[src/rtl/spike_analyzer.sv]
// spike_analyzer: downstream monitor for the LIF neuron.
// Measures inter-spike intervals into a small valid/ready FIFO, keeps a
// windowed spike rate, a burst level and an optional windowed peak potential.
// Optional feature macro: SPIKE_ANALYZER_PEAK_EN builds the peak tracker;
// without it `peak` is tied to zero.
module spike_analyzer #(
   parameter int FIFO_DEPTH = 4,
   parameter int BURST_ISI  = 8,
   parameter int BURST_LEN  = 3
) (
   input  logic       clk,
   input  logic       rst_n,
   input  logic       ena,
   input  logic       clear,
   input  logic       spike,
   input  logic [7:0] membrane_potential,
   input  logic [1:0] window_sel,
   output logic [7:0] isi_data,
   output logic       isi_valid,
   input  logic       isi_ready,
   output logic [7:0] rate,
   output logic       rate_update,
   output logic       burst,
   output logic [7:0] peak,
   output logic       overflow
);

   localparam int AW = (FIFO_DEPTH > 1) ? $clog2(FIFO_DEPTH) : 1;
   localparam int CW = $clog2(FIFO_DEPTH + 1);
   localparam logic [AW-1:0] LAST_PTR  = AW'(FIFO_DEPTH - 1);
   localparam logic [CW-1:0] FULL_CNT  = CW'(FIFO_DEPTH);
   localparam logic [8:0]    SHORT_MAX = 9'(BURST_ISI);
   localparam logic [7:0]    RUN_GOAL  = 8'(BURST_LEN - 1);

   function automatic logic [7:0] sat_inc8(input logic [7:0] v);
      return (v == 8'hff) ? v : v + 8'd1;
   endfunction

   function automatic logic [7:0] sat_add8(input logic [7:0] v, input logic inc);
      return inc ? sat_inc8(v) : v;
   endfunction

   function automatic logic [AW-1:0] ptr_inc(input logic [AW-1:0] p);
      return (p == LAST_PTR) ? '0 : p + AW'(1);
   endfunction

   // ISI measurement and staged push
   logic [7:0]    isi_cnt_q, isi_cnt_d;
   logic          armed_q, armed_d;
   logic          pend_q, pend_d;
   logic [7:0]    pend_val_q, pend_val_d;
   // FIFO
   logic [7:0]    mem [FIFO_DEPTH];
   logic [AW-1:0] rd_ptr_q, rd_ptr_d, wr_ptr_q, wr_ptr_d;
   logic [CW-1:0] count_q, count_d;
   logic [7:0]    isi_data_q, isi_data_d;
   logic          isi_valid_q, isi_valid_d;
   logic          overflow_q, overflow_d;
   logic          wr_en, pop;
   // burst
   logic [7:0]    run_q, run_d;
   logic          burst_q, burst_d;
   // rate window
   logic [6:0]    wcnt_q, wcnt_d, wlast_q, wlast_d;
   logic [7:0]    acc_q, acc_d, rate_q, rate_d;
   logic          rate_update_q, rate_update_d;

   logic [7:0]    wlen_sel;
   logic [6:0]    eff_last;
   logic          win_end;
   logic [7:0]    isi_val;
   logic          isi_short, isi_timeout;

   // The window length is latched at wcnt = 0, so that cycle compares
   // against the freshly selected length rather than the stale one.
   assign wlen_sel    = 8'd16 << window_sel;
   assign eff_last    = (wcnt_q == 7'd0) ? 7'(wlen_sel - 8'd1) : wlast_q;
   assign win_end     = ena & ~clear & (wcnt_q == eff_last);
   assign isi_val     = sat_inc8(isi_cnt_q);
   assign isi_short   = ({1'b0, isi_val} <= SHORT_MAX);
   assign isi_timeout = (({1'b0, isi_cnt_q} + 9'd1) > SHORT_MAX);

   // Next-state for ISI counter, FIFO, burst tracker and rate window
   always_comb begin
      isi_cnt_d     = isi_cnt_q;
      armed_d       = armed_q;
      pend_d        = pend_q;
      pend_val_d    = pend_val_q;
      rd_ptr_d      = rd_ptr_q;
      wr_ptr_d      = wr_ptr_q;
      count_d       = count_q;
      isi_data_d    = isi_data_q;
      isi_valid_d   = isi_valid_q;
      overflow_d    = overflow_q;
      run_d         = run_q;
      burst_d       = burst_q;
      wcnt_d        = wcnt_q;
      wlast_d       = wlast_q;
      acc_d         = acc_q;
      rate_d        = rate_q;
      rate_update_d = 1'b0;
      wr_en         = 1'b0;
      pop           = 1'b0;

      if (clear) begin
         isi_cnt_d   = '0;
         armed_d     = 1'b0;
         pend_d      = 1'b0;
         pend_val_d  = '0;
         rd_ptr_d    = '0;
         wr_ptr_d    = '0;
         count_d     = '0;
         isi_data_d  = '0;
         isi_valid_d = 1'b0;
         overflow_d  = 1'b0;
         run_d       = '0;
         burst_d     = 1'b0;
         wcnt_d      = '0;
         acc_d       = '0;
         rate_d      = '0;
      end else if (ena) begin
         // FIFO: the ISI staged last cycle is written now; a pop frees a
         // slot in the same edge, so push+pop on a full FIFO both succeed.
         pop   = isi_valid_q & isi_ready;
         wr_en = pend_q & ((count_q != FULL_CNT) | pop);
         if (pend_q && !wr_en) begin
            overflow_d = 1'b1;
         end
         if (pop) begin
            rd_ptr_d = ptr_inc(rd_ptr_q);
         end
         if (wr_en) begin
            wr_ptr_d = ptr_inc(wr_ptr_q);
         end
         count_d     = count_q + CW'(wr_en) - CW'(pop);
         isi_valid_d = (count_d != '0);
         if (count_d != '0) begin
            isi_data_d = (wr_en && (wr_ptr_q == rd_ptr_d)) ? pend_val_q : mem[rd_ptr_d];
         end

         // ISI counter, staging of the next push and burst run tracking
         pend_d = 1'b0;
         if (spike) begin
            isi_cnt_d = '0;
            armed_d   = 1'b1;
            if (armed_q) begin
               pend_d     = 1'b1;
               pend_val_d = isi_val;
               run_d      = isi_short ? sat_inc8(run_q) : 8'd0;
               burst_d    = (run_d >= RUN_GOAL);
            end
         end else begin
            isi_cnt_d = sat_inc8(isi_cnt_q);
            if (isi_timeout) begin
               run_d   = '0;
               burst_d = 1'b0;
            end
         end

         // Rate window
         if (wcnt_q == 7'd0) begin
            wlast_d = eff_last;
         end
         if (win_end) begin
            rate_d        = sat_add8(acc_q, spike);
            acc_d         = '0;
            rate_update_d = 1'b1;
            wcnt_d        = '0;
         end else begin
            acc_d  = sat_add8(acc_q, spike);
            wcnt_d = wcnt_q + 7'd1;
         end
      end
   end

   // Control and status registers
   always_ff @(posedge clk or negedge rst_n) begin
      if (!rst_n) begin
         isi_cnt_q     <= '0;
         armed_q       <= 1'b0;
         pend_q        <= 1'b0;
         pend_val_q    <= '0;
         rd_ptr_q      <= '0;
         wr_ptr_q      <= '0;
         count_q       <= '0;
         isi_data_q    <= '0;
         isi_valid_q   <= 1'b0;
         overflow_q    <= 1'b0;
         run_q         <= '0;
         burst_q       <= 1'b0;
         wcnt_q        <= '0;
         wlast_q       <= '0;
         acc_q         <= '0;
         rate_q        <= '0;
         rate_update_q <= 1'b0;
      end else begin
         isi_cnt_q     <= isi_cnt_d;
         armed_q       <= armed_d;
         pend_q        <= pend_d;
         pend_val_q    <= pend_val_d;
         rd_ptr_q      <= rd_ptr_d;
         wr_ptr_q      <= wr_ptr_d;
         count_q       <= count_d;
         isi_data_q    <= isi_data_d;
         isi_valid_q   <= isi_valid_d;
         overflow_q    <= overflow_d;
         run_q         <= run_d;
         burst_q       <= burst_d;
         wcnt_q        <= wcnt_d;
         wlast_q       <= wlast_d;
         acc_q         <= acc_d;
         rate_q        <= rate_d;
         rate_update_q <= rate_update_d;
      end
   end

   // FIFO storage; contents are only meaningful between the pointers
   always_ff @(posedge clk) begin
      if (wr_en) begin
         mem[wr_ptr_q] <= pend_val_q;
      end
   end

   assign isi_data    = isi_data_q;
   assign isi_valid   = isi_valid_q;
   assign overflow    = overflow_q;
   assign burst       = burst_q;
   assign rate        = rate_q;
   assign rate_update = rate_update_q;

`ifdef SPIKE_ANALYZER_PEAK_EN
   function automatic logic [7:0] max8(input logic [7:0] a, input logic [7:0] b);
      return (a > b) ? a : b;
   endfunction

   logic [7:0] peak_run_q, peak_run_d, peak_q, peak_d;

   // Running maximum over the window, published at the window end
   always_comb begin
      peak_run_d = peak_run_q;
      peak_d     = peak_q;
      if (clear) begin
         peak_run_d = '0;
         peak_d     = '0;
      end else if (ena) begin
         if (win_end) begin
            peak_d     = max8(peak_run_q, membrane_potential);
            peak_run_d = '0;
         end else begin
            peak_run_d = max8(peak_run_q, membrane_potential);
         end
      end
   end

   // Peak registers
   always_ff @(posedge clk or negedge rst_n) begin
      if (!rst_n) begin
         peak_run_q <= '0;
         peak_q     <= '0;
      end else begin
         peak_run_q <= peak_run_d;
         peak_q     <= peak_d;
      end
   end

   assign peak = peak_q;
`else
   logic pot_unused;
   assign pot_unused = ^membrane_potential;
   assign peak       = 8'd0;
`endif

endmodule

[config.mk]
export PLATFORM = sky130hd
export DESIGN_NAME = spike_analyzer
export DESIGN_NICKNAME = d
export VERILOG_FILES = /design/src/rtl/spike_analyzer.sv
export SDC_FILE = /design/constraint.sdc
export NUM_CORES = 1
export LEC_CHECK = 0
export ABC_AREA = 1
export ABC_CLOCK_PERIOD_IN_PS = 2900
export CORE_MARGIN = 2
export CORE_UTILIZATION = 58
export DETAILED_ROUTE_END_ITERATION = 16
export PLACE_DENSITY = 0.79
export SYNTH_ARGS = -nofsm -noshare
export SYNTH_HDL_FRONTEND = slang
export SYNTH_SLANG_ARGS = --single-unit
[constraint.sdc]
create_clock -name clk -period 2.9 [get_ports clk]
set_input_delay 0.58 -clock clk [delete_from_list [all_inputs] [get_ports clk]]
set_output_delay 0.58 -clock clk [all_outputs]
set_load 0.01 [all_outputs]
======== Yosys cells after proc, flatten, opt, wreduce, memory -nomap -nowiden ========
Memories as Yosys holds them, arrays and structs flattened.
Cells that the tools add are included.
operators by class
  mux-type cells .......................... 67
  reduce and logical (&&, ||, !) cells .... 21
  shifts and indexed selects .............. 1
  equality and inequality tests ........... 9
  bitwise gates (word level) .............. 6
  add/subtract/negate cells ............... 10
  magnitude comparators ................... 3
operator list
  operator                                                        number
  2-to-1 mux 8 bit                                                27
  2-to-1 mux 7 bit                                                4
  adder 8 x 1 -> 8 bit, second input constant                     3
  equality test 8 bit, second input constant                      3
  2-to-1 mux 1 bit                                                24
  2-to-1 mux 2 bit                                                10
  nonzero test 2 bit                                              7
  AND reduction 2 bit                                             5
  adder 8 x 1 -> 9 bit, second input constant                     1
  > comparator 9 x 4 -> 1 bit, second input constant              1
  AND reduction 3 bit                                             3
  >= comparator 8 x 2 -> 1 bit, second input constant             1
  less-or-equal comparator 8 x 4 -> 1 bit, second input constant  1
  adder 7 x 1 -> 7 bit, second input constant                     1
  equality test 7 bit                                             1
  zero test 7 bit                                                 1
  << shifter 5 x 2 -> 7 bit, first input constant                 1
  subtractor 7 x 1 -> 7 bit, second input constant                1
  2-to-1 mux 3 bit                                                2
  nonzero test 3 bit                                              2
  adder 2 x 1 -> 2 bit, second input constant                     2
  AND 1 bit                                                       4
  equality test 2 bit, second input constant                      2
  adder 3 x 1 -> 3 bit                                            1
  other kinds (8)                                                 9
word-level totals
  memories kept ........................... 1
  output and inout bits ................... 28
  bits in writable memories ............... 32
  register bits after elaboration ......... 75
  bits of input ports ..................... 16
  logic and storage cells ................. 135
memory list
  memory  words  bits a word  rd ports  clocked after Yosys merged registers in  write ports  line  source
  mem     4      8            1         0                                        1            53    logic [7:0] mem [FIFO_DEPTH];

======== Logic depth before layout (Yosys ltp) ========
Gate-level depths: netlist of the first run.
  word-level depth ........................ 11
  mapped depth ............................ 14

======== Worst setup path before layout of the first run ========
Ideal clock, no wire load.
  path type ............................... input port to flip-flop
  start ................................... input isi_ready
  end ..................................... register isi_data_q[0], in the netlist isi_data[0]
  path slack .............................. 0.327 ns
  stages on the path ...................... 12
  arrival ................................. 2.506 ns
  data required time ...................... 2.834 ns
  buffers on the path ..................... 0
  cells stage by stage .................... nand2_1 > nand4_1 > nand2_1 > ha_1 > inv_1 > ha_1 > fa_1 > xnor2_1 > nand3_1 > o21ai_1 > nand2_1 > nand2_1
on the way
  longest elaborated chain between the ends .. 10
  elaborated cells between the ends (all ways) .. 18
  those cells by class .................... add/sub (2); eq/ne (1); mux (7); bitwise (3); reduce/logical (4); memory (1)
ends and longest elaborated chain
  element                                                                       line  source
  from (decl)                                                                   20    input logic isi_ready,
  AND 1 bit *                                                                   124   pop = isi_valid_q & isi_ready;
  parallel branches: the longest is 9 deep, another holds adder 3 x 1 -> 3 bit  --
  to (signal assigned)                                                          204   isi_data_q <= isi_data_d;
  to (decl)                                                                     56    logic [7:0] isi_data_q, isi_data_d;
Mark *: on every way between the ends. The select of a mux whose other input is x is not followed.
A chain may end at the register's enable or synchronous reset.

======== Worst setup path after layout of the first run ========
  start ................................... input isi_ready
  end ..................................... register isi_data_q[5], in the netlist isi_data[5]
The elaborated chain is that of the path after synthesis.

==> out/metrics.cfg, run 1 <==
[worst_setup_path]
worstReg2RegEnd=isi_data[5]
crit_type=in -> reg
critical_path.top_delay_family=adder cells
regToRegSetupSlack_ns=0.42
cp-start-kind=input port
rr_worst_depth=13
slowest_stage=clkdlybuf4s50_1
max_stage_delay_ns=0.45
crit_chain=clkdlybuf4s50_1 -> nand2_1 -> nand4_1 -> nand2_1 -> ha_1 -> inv_1 -> ha_1 -> fa_1 -> xnor2_1 -> nand3_1 -> nand2_1 -> inv_1 -> o211ai_1 -> nand2_1
crit_fanout=8
crit_buf_inv=3
startpoint=isi_ready
critPathArrivalTime_ns=3.00
cp_num_cells=14
r2r-start=count_q[1]
worstPathRequired_ns=3.16
cpMostUsedCell=nand2_1
cp-end-kind=flip-flop

[route]
wl_met3_um=579
dr.pass1.iters=5
wirelength_um=11180
top_layer_used=met4
viasPerCell=5.599
drt_iter0_markers=275
wl_met2_um=5529
drcViolationCount=0
ant_nets=0
wl_per_cell_um=14.90
wl_met1_um=4941
vias=4199

[cells_and_area]
area_growth_pct=11.55
layout.nets=664
final_cell_mix=110 x nand2_1, 78 x inv_1, 75 x dfrtp_1
n_antenna_cell=0
stdcell_count=750
final_common_cell=nand2_1
num-fill-cells=718
post-route-util_pct=65.92
layout-drive-gt1-share_pct=8.607

[clock_network]
cts_tree=done
cts_num_sinks=107
cts-root-buf=clkbuf_8
ctsHoldBuffers=0
clk_pin_slew_ns=0.10
cts_setup_buffers=0
cts_resized=0
htreeDepth=3
insertion_delay_ns=0.37
clock_path_buffers=2
numCtsBuffers=9

[die]
rows=35
die_h_um=100.3
start_util_pct=59.09
core_area_um2=9109
pin_count=44
die_w_um=100.3
die_area_um2=10070

[synth]
synth_ff_type=dfrtp_1
yosys.area.top_type=dfrtp_1
netlist.area_leader.share_pct=34.87
synth-edff-count=32
netlist_area_um2=5383
syn-instance-count=593
synthDistinctLibCells=42
postSynthAreaPerCell_um2=9.077
ys_warn_count=0
ys_seq_elements=107
async_flop_share_pct=70.09
synthTopCellsByArea=dfrtp_1 35%, edfxtp_1 18%, nand2_1 7.7%
yosysSeqAreaShare_pct=52.72

[worst_hold_path]
hp-class=in -> async

[timing]
rsz0062_at_grt=no
timing.final.max_slew_violations=0
finalClockSkew_ns=0.01310
relSlewSlack_pct=37.27
hold_viol_final=0
final.min_clock_period_ns=2.736
max_freq_ghz=0.3655
fin_crit_sh_pct=94.35
setup-tns-final_ns=0
finalSetupViolCount=0
worst_pin_slew_ns=0.9410

[place]
post-place-cells=734
dpl.hpwl_um=7859
io_buffers=27
gp_congestion=0.8407

[global_routing]
grtUsageTotal_pct=23.75
grt_max_degree=76
overflow=0
grt_pass1_wl_um=19020
grt_pass1_vias=4026
antenna_found_initial=0

[pwr]
p_leak_nw=2.696
finalPower_mw=3.248
ir_drop_uv=215.9
powerDensity_nw_per_um2=540.9

[run]
cap_violations=0

[status]
outcome=completed

worst reg2reg max path: cells and delay by family (launching register included):
family          cells  cell delay (ns)
fa+ha+maj           3             0.85
simple gates        5             0.55
flops               1             0.38
buf+inv             3             0.26
xor+xnor            1             0.21
compound gates      1             0.15
cells in the mapped netlist (all sizes together), types with 2 or more instances:
library cell  instances
nand3                45
o31ai                 2
ha                   13
nor3                  9
clkinv                2
edfxtp               32
inv                  80
nand4                 4
dfrtp                75
buf                  16
o22ai                18
o211ai                9
nor2                 67
clkbuf                3
o21ai                63
xor2                 13
xnor2                 6
o221ai                8
nand2               114
a21oi                 6
where the power goes:
group | internal (mW) | switching, mW | total, mW
clock network | 0.495 | 0.530 | 1.03
logic | 0.218 | 0.313 | 0.531
registers | 1.63 | 0.0648 | 1.69
state kept, by name, indices dropped and copies added (netlist names):
| register | cells |
|---|---|
| rate | 8 |
| acc_q | 8 |
| burst | 1 |
| rd_ptr_q | 2 |
| count_q | 3 |
| mem | 32 |
| rate_update | 1 |
| isi_data | 8 |
| overflow | 1 |
| wcnt_q | 7 |
| wr_ptr_q | 2 |
| run_q | 8 |
| isi_valid | 1 |
| wlast_q | 7 |
| isi_cnt_q | 8 |
| pend_q | 1 |
| armed_q | 1 |
| pend_val_q | 8 |
through the flow:
stage	worst slack (ns)	hold slack, ns	area, um2
floorplan	0.3275	0.2844	5409
global placement	-0.06192	0.4415	5783
detailed placement	-0.2190	0.4668	5783
CTS	0.1778	0.3757	6005
global route	0.01338	0.4164	6005
finish	0.1639	0.3334	6005
how the worst max path moves through the flow:
stage,to,slack [ns]
finish,isi_data[5],0.16
global route,isi_data[4],0.01
CTS,isi_data[5],0.18
detailed placement,isi_data[5],-0.22
global placement,isi_data[2],-0.06
floorplan,isi_data[0],0.33
metal layers:
metal	global-route usage, %	vias to the layer above
met5	0	-
li1	-	2036
met1	32.63	2018
met2	39.08	130
met3	3.621	15
met4	7.692	0
kinds of logic (layout without fill, tap and decap cells):
family,after synthesis,in the layout,synth area share (%)
AND/OR/NAND/NOR,243,243,19.92
flip-flops,107,107,52.72
AO/OA/AOI/OAI,106,106,11.99
buffers and inverters,101,140,8.415
XOR/XNOR,19,19,3.092
adder cells (fa/ha/maj),14,14,3.394
multiplexers,2,2,0.3952
other,1,8,0.06967
final cells by class:
class / instances / area (um2) / share of cell area (%)
well taps: 111 / 138.9 / 2.313
flip-flops and latches: 107 / 2838 / 47.26
repair buffers: 42 / 380.4 / 6.335
clock buffers: 9 / 123.9 / 2.063
multi-input cells: 392 / 2118 / 35.28
clock inverters: 7 / 97.59 / 1.625
inverters: 82 / 307.8 / 5.126
(Power assumes the default switching activity.)
==> run 2: changes to the inputs <==
CORE_MARGIN = 8   (was 2)
GPL_ROUTABILITY_DRIVEN = 0   (was not set)
==> run 2 against run 1 <==
  * Clock skew decreased by 0.0014 ns
  * Power decreased by 5.8%
  * Global-route usage decreased by 5.7 points
  * Final cell count increased by 0.53%
  * Largest cell class unchanged
  * Highest routed layer unchanged
==> out/metrics.cfg, run 2 (synthesis gave the netlist of run 1 again) <==
[clock_network]
cts-root-buf=clkbuf_8
htreeDepth=3
cts_num_sinks=107
ctsHoldBuffers=0
numCtsBuffers=9
cts_resized=0
insertion_delay_ns=0.37
cts_tree=done
cts_setup_buffers=0
clock_path_buffers=2
clk_pin_slew_ns=0.10

[timing]
hold_viol_final=0
timing.final.max_slew_violations=0
worst_pin_slew_ns=0.9399
finalSetupViolCount=0
final.min_clock_period_ns=2.679
finalClockSkew_ns=0.01170
rsz0062_at_grt=no
fin_crit_sh_pct=92.39
relSlewSlack_pct=37.34
max_freq_ghz=0.3732
timing.hold.ws_ns=0.3509

[worst_setup_path]
worstPathRequired_ns=3.16
cp-start-kind=input port
crit_buf_inv=3
crit_chain=clkdlybuf4s50_1 -> nand2_1 -> nand4_1 -> nand2_1 -> ha_1 -> inv_1 -> ha_1 -> fa_1 -> xnor2_1 -> nand3_1 -> nand2_1 -> inv_1 -> o211ai_1 -> nand2_1
cpMostUsedCell=nand2_1
regToRegSetupSlack_ns=0.47
max_stage_delay_ns=0.46
critical_path.top_delay_family=adder cells
cp-end-kind=flip-flop
crit_fanout=8
critPathArrivalTime_ns=2.94
slowest_stage=clkdlybuf4s50_1
crit_type=in -> reg

[cells_and_area]
stdcell_count=754
layout.nets=668
layout-drive-gt1-share_pct=9.020
largest_register_ffs=32
n_antenna_cell=0
multiInputGateArea_um2=2118
num-fill-cells=715
final_common_cell=nand2_1
seq_area_um2=2838
area_growth_pct=11.23
max_flop_register=mem
final_cell_mix=110 x nand2_1, 78 x inv_1, 75 x dfrtp_1

[route]
wl_met3_um=650
dr.pass1.iters=9
wl_met2_um=5382
ant_nets=0
wl_met1_um=4831
drcViolationCount=0
wirelength_um=11010
vias=4165
top_layer_used=met4
viasPerCell=5.524
drt_iter0_markers=253
wl_per_cell_um=14.61

[place]
io_buffers=27
post-place-cells=738
dpl.hpwl_um=8051

[global_routing]
grtUsageTotal_pct=18.00
grt_max_degree=76
grt_pass1_vias=4087
grt_pass1_wl_um=18880
overflow=0
antenna_found_initial=0

[worst_hold_path]
hp-class=in -> async

[die]
pin_count=44
die_area_um2=12620
die_h_um=112.3
rows=35
core_area_um2=9109
die_w_um=112.3
start_util_pct=59.09

[run]
cap_violations=0

[pwr]
powerDensity_nw_per_um2=511.1
p_leak_nw=2.690
ir_drop_uv=284.6

[status]
outcome=completed

==> run 2: cell types whose count changed in the layout (fill, tap and decap cells not counted) <==
cell        delta
buf_4          +4
bufinv_16      -2
clkinv_1       +1
clkinv_2       -1
clkinv_4       +2
clkinvlp_2     +1
inv_6          -1
==> run 2: report_power, final <==
part           switching (mW)  total [mW]  internal, mW
Sequential             0.0625        1.69          1.63
Combinational           0.315       0.539         0.224
Clock                   0.514       0.831         0.317
==> run 2: worst paths after layout <==
path | from | end | cells past startpoint
hold reg to reg | wlast_q[0] | wlast_q[0] | 2
setup reg to reg | count_q[1] | isi_data[5] | 13
max in group asynchronous | rst_n | isi_cnt_q[5] | 1
hold / removal | rst_n | isi_data[4] | 1
min in group clk | wlast_q[0] | wlast_q[0] | 2
setup / recovery | isi_ready | isi_data[5] | 14
==> run 2: cell type report <==
cell class | instances | share of cell area, %
multi-input combinational | 392 | 35.38
inverter | 82 | 5.141
clock buffer | 9 | 2.069
clock inverter | 7 | 0.8359
sequential | 107 | 47.40
timing repair buffer | 46 | 6.855
tap | 111 | 2.320
==> run 2: worst reg2reg max path, delay by kind of cell (launching register included) <==
kind                       cells  cell delay, ns
adders and majority gates      3            0.84
and+or+nand+nor                5            0.53
DFF                            1            0.39
buffers and inverters          3            0.25
xor gates and xnor gates       1            0.19
AOI/OAI and AO/OA              1            0.13
==> run 2: routing by layer <==
| metal | up-vias | GRT usage, % |
|---|---|---|
| li1 | 2038 | - |
| met1 | 1992 | 22.12 |
| met2 | 119 | 30.43 |
| met3 | 16 | 4.724 |
| met4 | 0 | 5.396 |
| met5 | - | 0 |
==> run 2: stage by stage <==
stage	util [%]	worst slack (ns)	total power [mW]	instance area (um2)	TNS (ns)
final	65.73	0.2206	3.060	5987	0
after global placement	63.82	-0.06247	2.236	5813	-0.4785
after floorplan	-	0.3275	2.059	5409	0
after CTS	65.73	0.1997	3.077	5987	0
after global routing	65.73	0.005911	3.207	5987	0
after detailed placement	63.82	-0.1813	2.259	5813	-1.347
==> run 3: changes to the inputs <==
--- a/constraint.sdc
+++ b/constraint.sdc
@@ -3,2 +3,2 @@
 set_output_delay 0.58 -clock clk [all_outputs]
-set_load 0.01 [all_outputs]
+set_load 0.05 [all_outputs]
==> results of run 3 <==
Same layout as run 2 (identical final DEF). Status: completed.
Main changes from that run: total power 3.060 mW -> 3.181 mW; worst IR drop on VDD 284.6 uV -> 284.8 uV
